==> src/rtl/ysyx_22041461_hazard_unit.sv <==
// ---------------------------------------------------------------------------
// ysyx_22041461_hazard_unit
// Hazard and stall controller for the 5-stage RV64 pipeline (IF/ID/EXE/MEM/WB).
//
// Keeps a shadow copy of the destination-register info for EXE/MEM/WB.
// The copy advances with the same enable/bubble controls this unit drives.
// From that copy and the ID-stage operands it detects:
//   - GPR RAW hazards
//   - CSR serialisation hazards
// It also arbitrates busy stalls, branch redirect and trap flush.
//
// Optional feature macro: YSYX_22041461_FWD_EN
//   defined   : ALU results forward from EXE/MEM/WB.
//               Only a load in EXE stalls a dependent instruction.
//   undefined : fwd selects are tied to 0.
//               Any in-flight producer stalls its consumer.
//
// Ports:
//   clk, rst             clock, synchronous active-high reset
//   ID_*                 operand / destination info of the instruction in ID
//   EXE_busy, MEM_busy   multi-cycle unit not done
//   EXE_redirect         taken branch/jump resolved in EXE
//   trap_flush           trap/mret taken in WB
//   *_enable             pipeline register update enables
//   ID_flush, *_bubble   bubble insertion into pipeline registers
//   fwd_rs1/2_sel        0 regfile, 1 EXE, 2 MEM, 3 WB
//   stall_cnt            saturating count of hazard stall cycles
// ---------------------------------------------------------------------------
module ysyx_22041461_hazard_unit #(
  parameter int REG_AW = 5,
  parameter int CSR_AW = 12,
  parameter int CNT_W  = 32
) (
  input  logic              clk,
  input  logic              rst,
  input  logic              ID_valid,
  input  logic              ID_rs1_read,
  input  logic              ID_rs2_read,
  input  logic [REG_AW-1:0] ID_rs1,
  input  logic [REG_AW-1:0] ID_rs2,
  input  logic              ID_rd_write,
  input  logic [REG_AW-1:0] ID_rd,
  input  logic              ID_is_load,
  input  logic              ID_csr_read,
  input  logic              ID_csr_write,
  input  logic              EXE_busy,
  input  logic              MEM_busy,
  input  logic              EXE_redirect,
  input  logic              trap_flush,
  output logic              IF_enable,
  output logic              ID_enable,
  output logic              ID_flush,
  output logic              EXE_enable,
  output logic              EXE_bubble,
  output logic              MEM_enable,
  output logic              MEM_bubble,
  output logic              WB_enable,
  output logic              WB_bubble,
  output logic [1:0]        fwd_rs1_sel,
  output logic [1:0]        fwd_rs2_sel,
  output logic [CNT_W-1:0]  stall_cnt
);

  if (CSR_AW < 1 || REG_AW < 1 || CNT_W < 1) begin : g_bad_params
    $error("hazard_unit: REG_AW, CSR_AW and CNT_W must be positive");
  end

  typedef struct packed {
    logic              valid;
    logic              rd_write;
    logic [REG_AW-1:0] rd;
    logic              is_load;
    logic              csr_write;
  } sh_t;

  typedef enum logic [2:0] {
    MODE_TRAP, MODE_MEM_BUSY, MODE_EXE_BUSY, MODE_REDIRECT, MODE_HAZARD, MODE_RUN
  } mode_t;

  sh_t              r_sh_exe, r_sh_mem, r_sh_wb;
  logic             r_pend_redir;
  logic [CNT_W-1:0] r_stall_cnt;

  sh_t   w_id_entry;
  mode_t w_mode;
  logic  w_m1_exe, w_m1_mem, w_m1_wb;
  logic  w_m2_exe, w_m2_mem, w_m2_wb;
  logic  w_data_haz, w_csr_haz;
  logic [1:0] w_sel1, w_sel2;
  logic  w_unused_wb_load;

  function automatic logic f_match(input sh_t e, input logic [REG_AW-1:0] rs);
    return e.valid & e.rd_write & (e.rd == rs) & (rs != '0);
  endfunction

  // Youngest producer wins: EXE > MEM > WB.
  function automatic logic [1:0] f_sel(input logic m_exe, input logic m_mem, input logic m_wb);
    if (m_exe)      return 2'd1;
    else if (m_mem) return 2'd2;
    else if (m_wb)  return 2'd3;
    else            return 2'd0;
  endfunction

  // Fields are masked with ID_valid, so a non-instruction never looks like a producer.
  assign w_id_entry = '{valid:     ID_valid,
                        rd_write:  ID_valid & ID_rd_write,
                        rd:        ID_rd,
                        is_load:   ID_valid & ID_is_load,
                        csr_write: ID_valid & ID_csr_write};

  assign w_m1_exe = ID_rs1_read & f_match(r_sh_exe, ID_rs1);
  assign w_m1_mem = ID_rs1_read & f_match(r_sh_mem, ID_rs1);
  assign w_m1_wb  = ID_rs1_read & f_match(r_sh_wb,  ID_rs1);
  assign w_m2_exe = ID_rs2_read & f_match(r_sh_exe, ID_rs2);
  assign w_m2_mem = ID_rs2_read & f_match(r_sh_mem, ID_rs2);
  assign w_m2_wb  = ID_rs2_read & f_match(r_sh_wb,  ID_rs2);

`ifdef YSYX_22041461_FWD_EN
  assign w_data_haz = (w_m1_exe | w_m2_exe) & r_sh_exe.is_load;
  assign w_sel1     = f_sel(w_m1_exe, w_m1_mem, w_m1_wb);
  assign w_sel2     = f_sel(w_m2_exe, w_m2_mem, w_m2_wb);
`else
  // The regfile is written at the end of WB, so even a WB producer must be waited out.
  assign w_data_haz = w_m1_exe | w_m1_mem | w_m1_wb | w_m2_exe | w_m2_mem | w_m2_wb;
  assign w_sel1     = 2'd0;
  assign w_sel2     = 2'd0;
`endif

  assign w_csr_haz = (ID_csr_read | ID_csr_write) &
                     ((r_sh_exe.valid & r_sh_exe.csr_write) |
                      (r_sh_mem.valid & r_sh_mem.csr_write) |
                      (r_sh_wb.valid  & r_sh_wb.csr_write));

  // The load flag is only consulted in EXE; the WB copy just retires.
  assign w_unused_wb_load = r_sh_wb.is_load;

  always_comb begin
    if (trap_flush)                        w_mode = MODE_TRAP;
    else if (MEM_busy)                     w_mode = MODE_MEM_BUSY;
    else if (EXE_busy)                     w_mode = MODE_EXE_BUSY;
    else if (EXE_redirect | r_pend_redir)  w_mode = MODE_REDIRECT;
    else if (ID_valid & (w_data_haz | w_csr_haz)) w_mode = MODE_HAZARD;
    else                                   w_mode = MODE_RUN;
  end

  always_comb begin
    IF_enable   = 1'b1;
    ID_enable   = 1'b1;
    EXE_enable  = 1'b1;
    MEM_enable  = 1'b1;
    WB_enable   = 1'b1;
    ID_flush    = 1'b0;
    EXE_bubble  = 1'b0;
    MEM_bubble  = 1'b0;
    WB_bubble   = 1'b0;
    fwd_rs1_sel = 2'd0;
    fwd_rs2_sel = 2'd0;
    unique case (w_mode)
      MODE_TRAP: begin
        ID_flush   = 1'b1;
        EXE_bubble = 1'b1;
        MEM_bubble = 1'b1;
        WB_bubble  = 1'b1;
      end
      MODE_MEM_BUSY: begin
        IF_enable  = 1'b0;
        ID_enable  = 1'b0;
        EXE_enable = 1'b0;
        MEM_enable = 1'b0;
        WB_bubble  = 1'b1;
      end
      MODE_EXE_BUSY: begin
        IF_enable  = 1'b0;
        ID_enable  = 1'b0;
        EXE_enable = 1'b0;
        MEM_bubble = 1'b1;
      end
      MODE_REDIRECT: begin
        ID_flush   = 1'b1;
        EXE_bubble = 1'b1;
      end
      MODE_HAZARD: begin
        IF_enable  = 1'b0;
        ID_enable  = 1'b0;
        EXE_bubble = 1'b1;
      end
      default: begin
        if (ID_valid) begin
          fwd_rs1_sel = w_sel1;
          fwd_rs2_sel = w_sel2;
        end
      end
    endcase
  end

  assign stall_cnt = r_stall_cnt;

  // The shadow follows the same enable/bubble controls the pipeline registers see.
  // A bubble overrides an enable.
  always_ff @(posedge clk) begin
    if (rst) begin
      r_sh_exe     <= '0;
      r_sh_mem     <= '0;
      r_sh_wb      <= '0;
      r_pend_redir <= 1'b0;
      r_stall_cnt  <= '0;
    end else begin
      if (EXE_bubble)      r_sh_exe <= '0;
      else if (EXE_enable) r_sh_exe <= w_id_entry;
      if (MEM_bubble)      r_sh_mem <= '0;
      else if (MEM_enable) r_sh_mem <= r_sh_exe;
      if (WB_bubble)       r_sh_wb  <= '0;
      else if (WB_enable)  r_sh_wb  <= r_sh_mem;

      // A redirect arriving while MEM is frozen is remembered.
      // It is replayed once the pipeline moves again.
      unique case (w_mode)
        MODE_TRAP, MODE_REDIRECT: r_pend_redir <= 1'b0;
        MODE_MEM_BUSY:            r_pend_redir <= r_pend_redir | EXE_redirect;
        default:                  r_pend_redir <= r_pend_redir;
      endcase

      if (w_mode == MODE_HAZARD && r_stall_cnt != '1)
        r_stall_cnt <= r_stall_cnt + CNT_W'(1);
    end
  end

endmodule

==> config.mk <==
export PLATFORM = sky130hd
export DESIGN_NAME = ysyx_22041461_hazard_unit
export DESIGN_NICKNAME = d
export VERILOG_FILES = /design/src/rtl/ysyx_22041461_hazard_unit.sv
export SDC_FILE = /design/constraint.sdc
export NUM_CORES = 1
export LEC_CHECK = 0
export ABC_AREA = 1
export CAP_MARGIN = 10
export CORE_UTILIZATION = 45
export CTS_BUF_LIST = sky130_fd_sc_hd__clkbuf_16
export CTS_CLUSTER_SIZE = 8
export DETAILED_ROUTE_END_ITERATION = 10
export GPL_TIMING_DRIVEN = 0
export PLACE_DENSITY_LB_ADDON = 0.15
export SLEW_MARGIN = 10
export SYNTH_ARGS = -nofsm -noshare
export SYNTH_HDL_FRONTEND = slang
export SYNTH_SLANG_ARGS = --single-unit
==> constraint.sdc <==
create_clock -name clk -period 4.1 [get_ports clk]
set_clock_uncertainty 0.1 [all_clocks]
set_input_delay 0.82 -clock clk [delete_from_list [all_inputs] [get_ports clk]]
set_output_delay 0.82 -clock clk [all_outputs]
set_load 0.02 [all_outputs]
; After elaboration in Yosys (flattened, before gate mapping)
; Index checks and enable logic that the tools add are counted.
[word_totals]
ff_bits = 57
in_bits = 28
output_inout_bits = 45
wordCells = 91
[op_classes]
add_sub_neg = 1
eq_ne = 11
n_mux = 13
n_bitwise = 38
n_reduce_logical = 14
[op_table]
columns = cell, count
row1 = adder 32 x 1 -> 32 bit (second input constant), 1
row2 = != test 32 bit (second input constant), 1
row3 = == test 5 bit, 6
row4 = bitwise AND 1 bit, 28
row5 = OR reduction 2 bit, 7
row6 = two-way mux 3 bit, 4
row7 = bitwise OR 1 bit, 10
row8 = nonzero test 5 bit, 2
row9 = two-way mux 1 bit, 8
row10 = == test 3 x 2 -> 1 bit (second input constant), 2
row11 = OR reduction 3 bit, 2
row12 = == test 3 x 1 -> 1 bit (second input constant), 1
row13 = == test 3 bit (second input constant), 1
row14 = zero test 3 bit, 1
row15 = one-hot mux 1 bit (2 select lines), 1
row16 = nonzero test 2 bit, 1
row17 = logical AND 1 bit, 1

; Depth between registers and ports, before layout
[depth]
word_depth = 20
ltp_mapped = 16

; Worst setup path before layout
; Ideal clock, no wire load.
[synth_path]
kind = input port to output port
startpoint = input port trap_flush
endpoint = output port IF_enable
t_arrival_ps = 2092
path_slack_ps = 1088
stages = 7
path_cell_list = inv_1 buf_2 o21ai_0 clkbuf_1 nand2_1 inv_1 buf_4
[synth_between]
elab_chain_len = 4
[synth_rtl]
columns = element, line_no
row1 = from (decl), 49  ; input logic trap_flush,
row2 = two-way mux 3 bit *, 138  ; if (trap_flush) w_mode = MODE_TRAP;
row3 = == test 3 bit (tied with other cells), -
row4 = OR reduction 3 bit (no line) *, -
row5 = two-way mux 1 bit *, -
row6 = to (decl), 50  ; output logic IF_enable,
; Mark *: on every way between the ends. The rest lies on a longest branch, timed or not.

; Worst setup path in the final report
[layout_path]
startpoint = input port trap_flush
endpoint = output port MEM_enable
[layout_between]
elab_chain_len = 3
[layout_rtl]
columns = element, line_no
row1 = two-way mux 3 bit, 138
row2 = == test 3 x 1 -> 1 bit, 158  ; unique case (w_mode)
row3 = two-way mux 1 bit, 158
row4 = to (decl), 55  ; output logic MEM_enable,
; No other way between the ends.

==> impl_results.md <==
- Mapped Avg Cell Area: 6.347 sq um
- Seq cells post-synth: 57
- Clock share of power: 53.5%
- Buf+Inv Stages, Crit Path: 5
- Worst EP required: 3.18 ns
- Clock tree sinks: 57
- Crit path largest cell delay: 0.71 ns
- DRC marker count from the first detailed-route iteration: 152
- Post-synth top area cell: dfxtp_1
- Antenna violations before repair: 0
- Number of I/O pins: 73
- Family with the most delay on the worst path: buffers and inverters
- Hold Path Depth: 2
- Die X: 89.92 um
- Fin crit share: 95.94%
- Clock Latency Late Sink: 0.33 ns
- Max VDD drop: 219.5 uV
- F_max: 254.2 MHz
- Via/cell ratio: 5.085
- Crit path kind: input port to primary output
- Layout cells sized above 1: 9.005%
- Crit Path Max Fanout: 10
- Final Non-Filler Cells: 732
- Crit-path most repeated cell: clkdlybuf4s50_1
- Routed WL per cell: 13.04 um
- Final std cell area, no fill: 0.004607 sq mm
- Type of the tightest min-delay check: flop to flop
- Setup crit start kind: input port
- Pre-antenna DRT Iters: 5
- Commonest cells in the netlist: nand2_1, nor2_1, inv_1
- Reg clk slew, reported paths: 0.05 ns
- Die Ht: 89.92 um
- Vias in the first global route: 3445
- Reg2reg path depth: 10
- Dpl hpwl: 7081 um
- Antenna Nets Post-Route: 0
- Ant. Diodes: 0
- Post-CTS Setup Bufs: 0
- Final Power: 1.502 mW
- Combinational Power Share: 9.0%
- Critical path data arrival time: 3.01 ns
- Async set-reset flop share out of synthesis: 0%
- PortBufs: 66
- Setup crit end kind: primary output
- Top post-synthesis cells by area: dfxtp_1, nand2_1, nor2_1
- Switch share: 23.63%
- GPL Wtd Cong: 0.9199
- First-pass GRT wire length: 15640 um
- Fillers: 672
- Starting density of the core: 47.20%
- Psw: 0.3551 mW
- Number of synthesized flops with an enable pin: 0
- H-tree depth: 3
- Setup-failing EPs final: 0
- Final core occ: 62.51%
- Synth unique cells: 39
- Global route total overflow: 0
- Reg area: 0.001141 sq mm
- Sequential area share after synthesis: 32.81%
- # nets final: 657
- Hold Vio Cnt, Final: 0
- Cell count after placement: 716
- Critical path's slowest cell: clkdlybuf4s50_1
- Pwr dens: 326.1 mW/mm^2
- Most frequent cell after synthesis: nand2_1
- Largest net degree at the start of global routing: 12
- Cells after Synth: 548
- Clock tree buffer depth: 2
- RSZ-0062 raised after global routing: false
- Synth Warn #: 0
- DRC violations left: 0
- FP Rows: 31
- Worst path depth: 6
- Hold-fix buffers at CTS: 0
- Worst rel slew slack: 57.50%
- Top-area cell type share of the netlist area: 32.81%
- Die area: 0.008086 sq mm
- Tmin final: 3.933 ns
- Vias: 3722
- Int Pwr: 1.147 mW
- Critical path cell sequence: clkdlybuf4s50_1, inv_1, buf_2, nand2_1, clkbuf_1, clkdlybuf4s50_1
- Slew Viols, Final: 0
- DRT Wirelength: 9542 um
- Layout overhead on the synthesized area: 32.45%
- Flop pwr share: 37.5%
- DP Area: 0.004274 sq mm
- GRT Total Usage: 24.08%
- TritonCTS buffer count: 9
- LEAKAGE: 1.873 nW
- Mapped cell area: 0.003478 sq mm
- CTS tree: yes
- Main synth FF type: dfxtp_1
- Core area: 0.007370 sq mm
- Root buffer cell: clkbuf_16
- Slew @ Worst Pin: 0.6323 ns
- Max-cap violations: 0
- Multi-input gate area: 0.001981 sq mm
- Status: finished, final reports clean
-- placed cells by master (no fill, tap or decap), types with 4 or more instances in the layout --
master / n
clkbuf_16: 9
clkdlybuf4s50_1: 61
nor3_1: 13
o21ai_1: 5
o21ai_0: 24
nand2_1: 134
clkbuf_1: 4
a21oi_1: 34
nor2_1: 86
xnor2_1: 4
a211oi_1: 5
xor2_1: 7
nand3_1: 34
dfxtp_1: 57
nand4_1: 16
inv_2: 10
inv_1: 67
dlymetal6s2s_1: 5
conb_1: 5
buf_4: 6
-- registers in the layout, indices dropped and copies added, names as in the netlist --
signal,count
stall_cnt,32
r_sh_exe,8
r_sh_mem,8
r_sh_wb,8
r_pend_redir,1
-- tightest hold or removal path, stage by stage (launching register included) --
cell and delay, ns:
dfxtp_1 0.32, inv_1 0.05, nor2_1 0.03
-- what timing repair did --
action,4_1_cts,5_1_grt
pin swaps,0,0
hold endpoints to repair,0,0
resized for setup,1,5
endpoints found under the setup margin,1,5
-- final cells by class --
class / count / area share [%]
multi-input combinational: 403 / 42.99
sequential: 57 / 24.77
tap: 99 / 2.689
inverter: 77 / 6.274
buffer: 14 / 1.738
clock buffer: 9 / 4.889
clock inverter: 7 / 2.037
timing repair buffer: 66 / 14.61
-- power groups by stage --
stage	Combinational [mW]	Clock (mW)	Sequential (mW)
2_1_floorplan	0.0761	0	0.574
3_3_place_gp	0.134	0	0.575
3_5_place_dp	0.135	0	0.575
4_1_cts	0.136	0.813	0.564
5_1_grt	0.150	0.845	0.564
6_report	0.135	0.803	0.564
-- path summary, 6_finish.rpt --
path / start / end / slack, ns
hold / removal: r_sh_mem[7] / r_sh_wb[7] / 0.34
setup reg to reg: stall_cnt[16] / stall_cnt[5] / 1.88
setup / recovery: trap_flush / MEM_enable / 0.17
hold reg to reg: r_sh_mem[7] / r_sh_wb[7] / 0.34
-- through the flow --
step           hold slack [ns]    TNS, ns  setup WS, ns
5_1_grt                 0.3720          0       0.07488
3_3_place_gp            0.3321  -0.007128     -0.007128
2_1_floorplan           0.3224          0         1.088
3_5_place_dp            0.3365   -0.01550      -0.01550
6_report                0.3413          0        0.1666
4_1_cts                 0.3440          0       0.03974
-- layer usage --
| metal | wire length [um] | part of all wire, % | track usage, % |
|---|---|---|---|
| met1 | 4095 | 43 | 28.68 |
| met2 | 4582 | 48 | 40.64 |
| met3 | 528 | 5.5 | 4.399 |
| met4 | 336 | 3.5 | 13.84 |
| met5 | 0 | 0 | 0 |
-- cell families (layout without fill, tap and decap cells) --
| family | count (synthesis) | in the layout | share of synthesized area, % |
|---|---|---|---|
| other | 2 | 5 | 0.2159 |
| AOI/OAI and AO/OA | 77 | 77 | 12.16 |
| xor gates and xnor gates | 11 | 11 | 2.770 |
| DFF | 57 | 57 | 32.81 |
| and+or+nand+nor | 309 | 309 | 41.12 |
| adders and majority gates | 1 | 1 | 0.3597 |
| buffers and inverters | 91 | 173 | 10.58 |
Note: power is estimated with default switching activity, not from simulation.
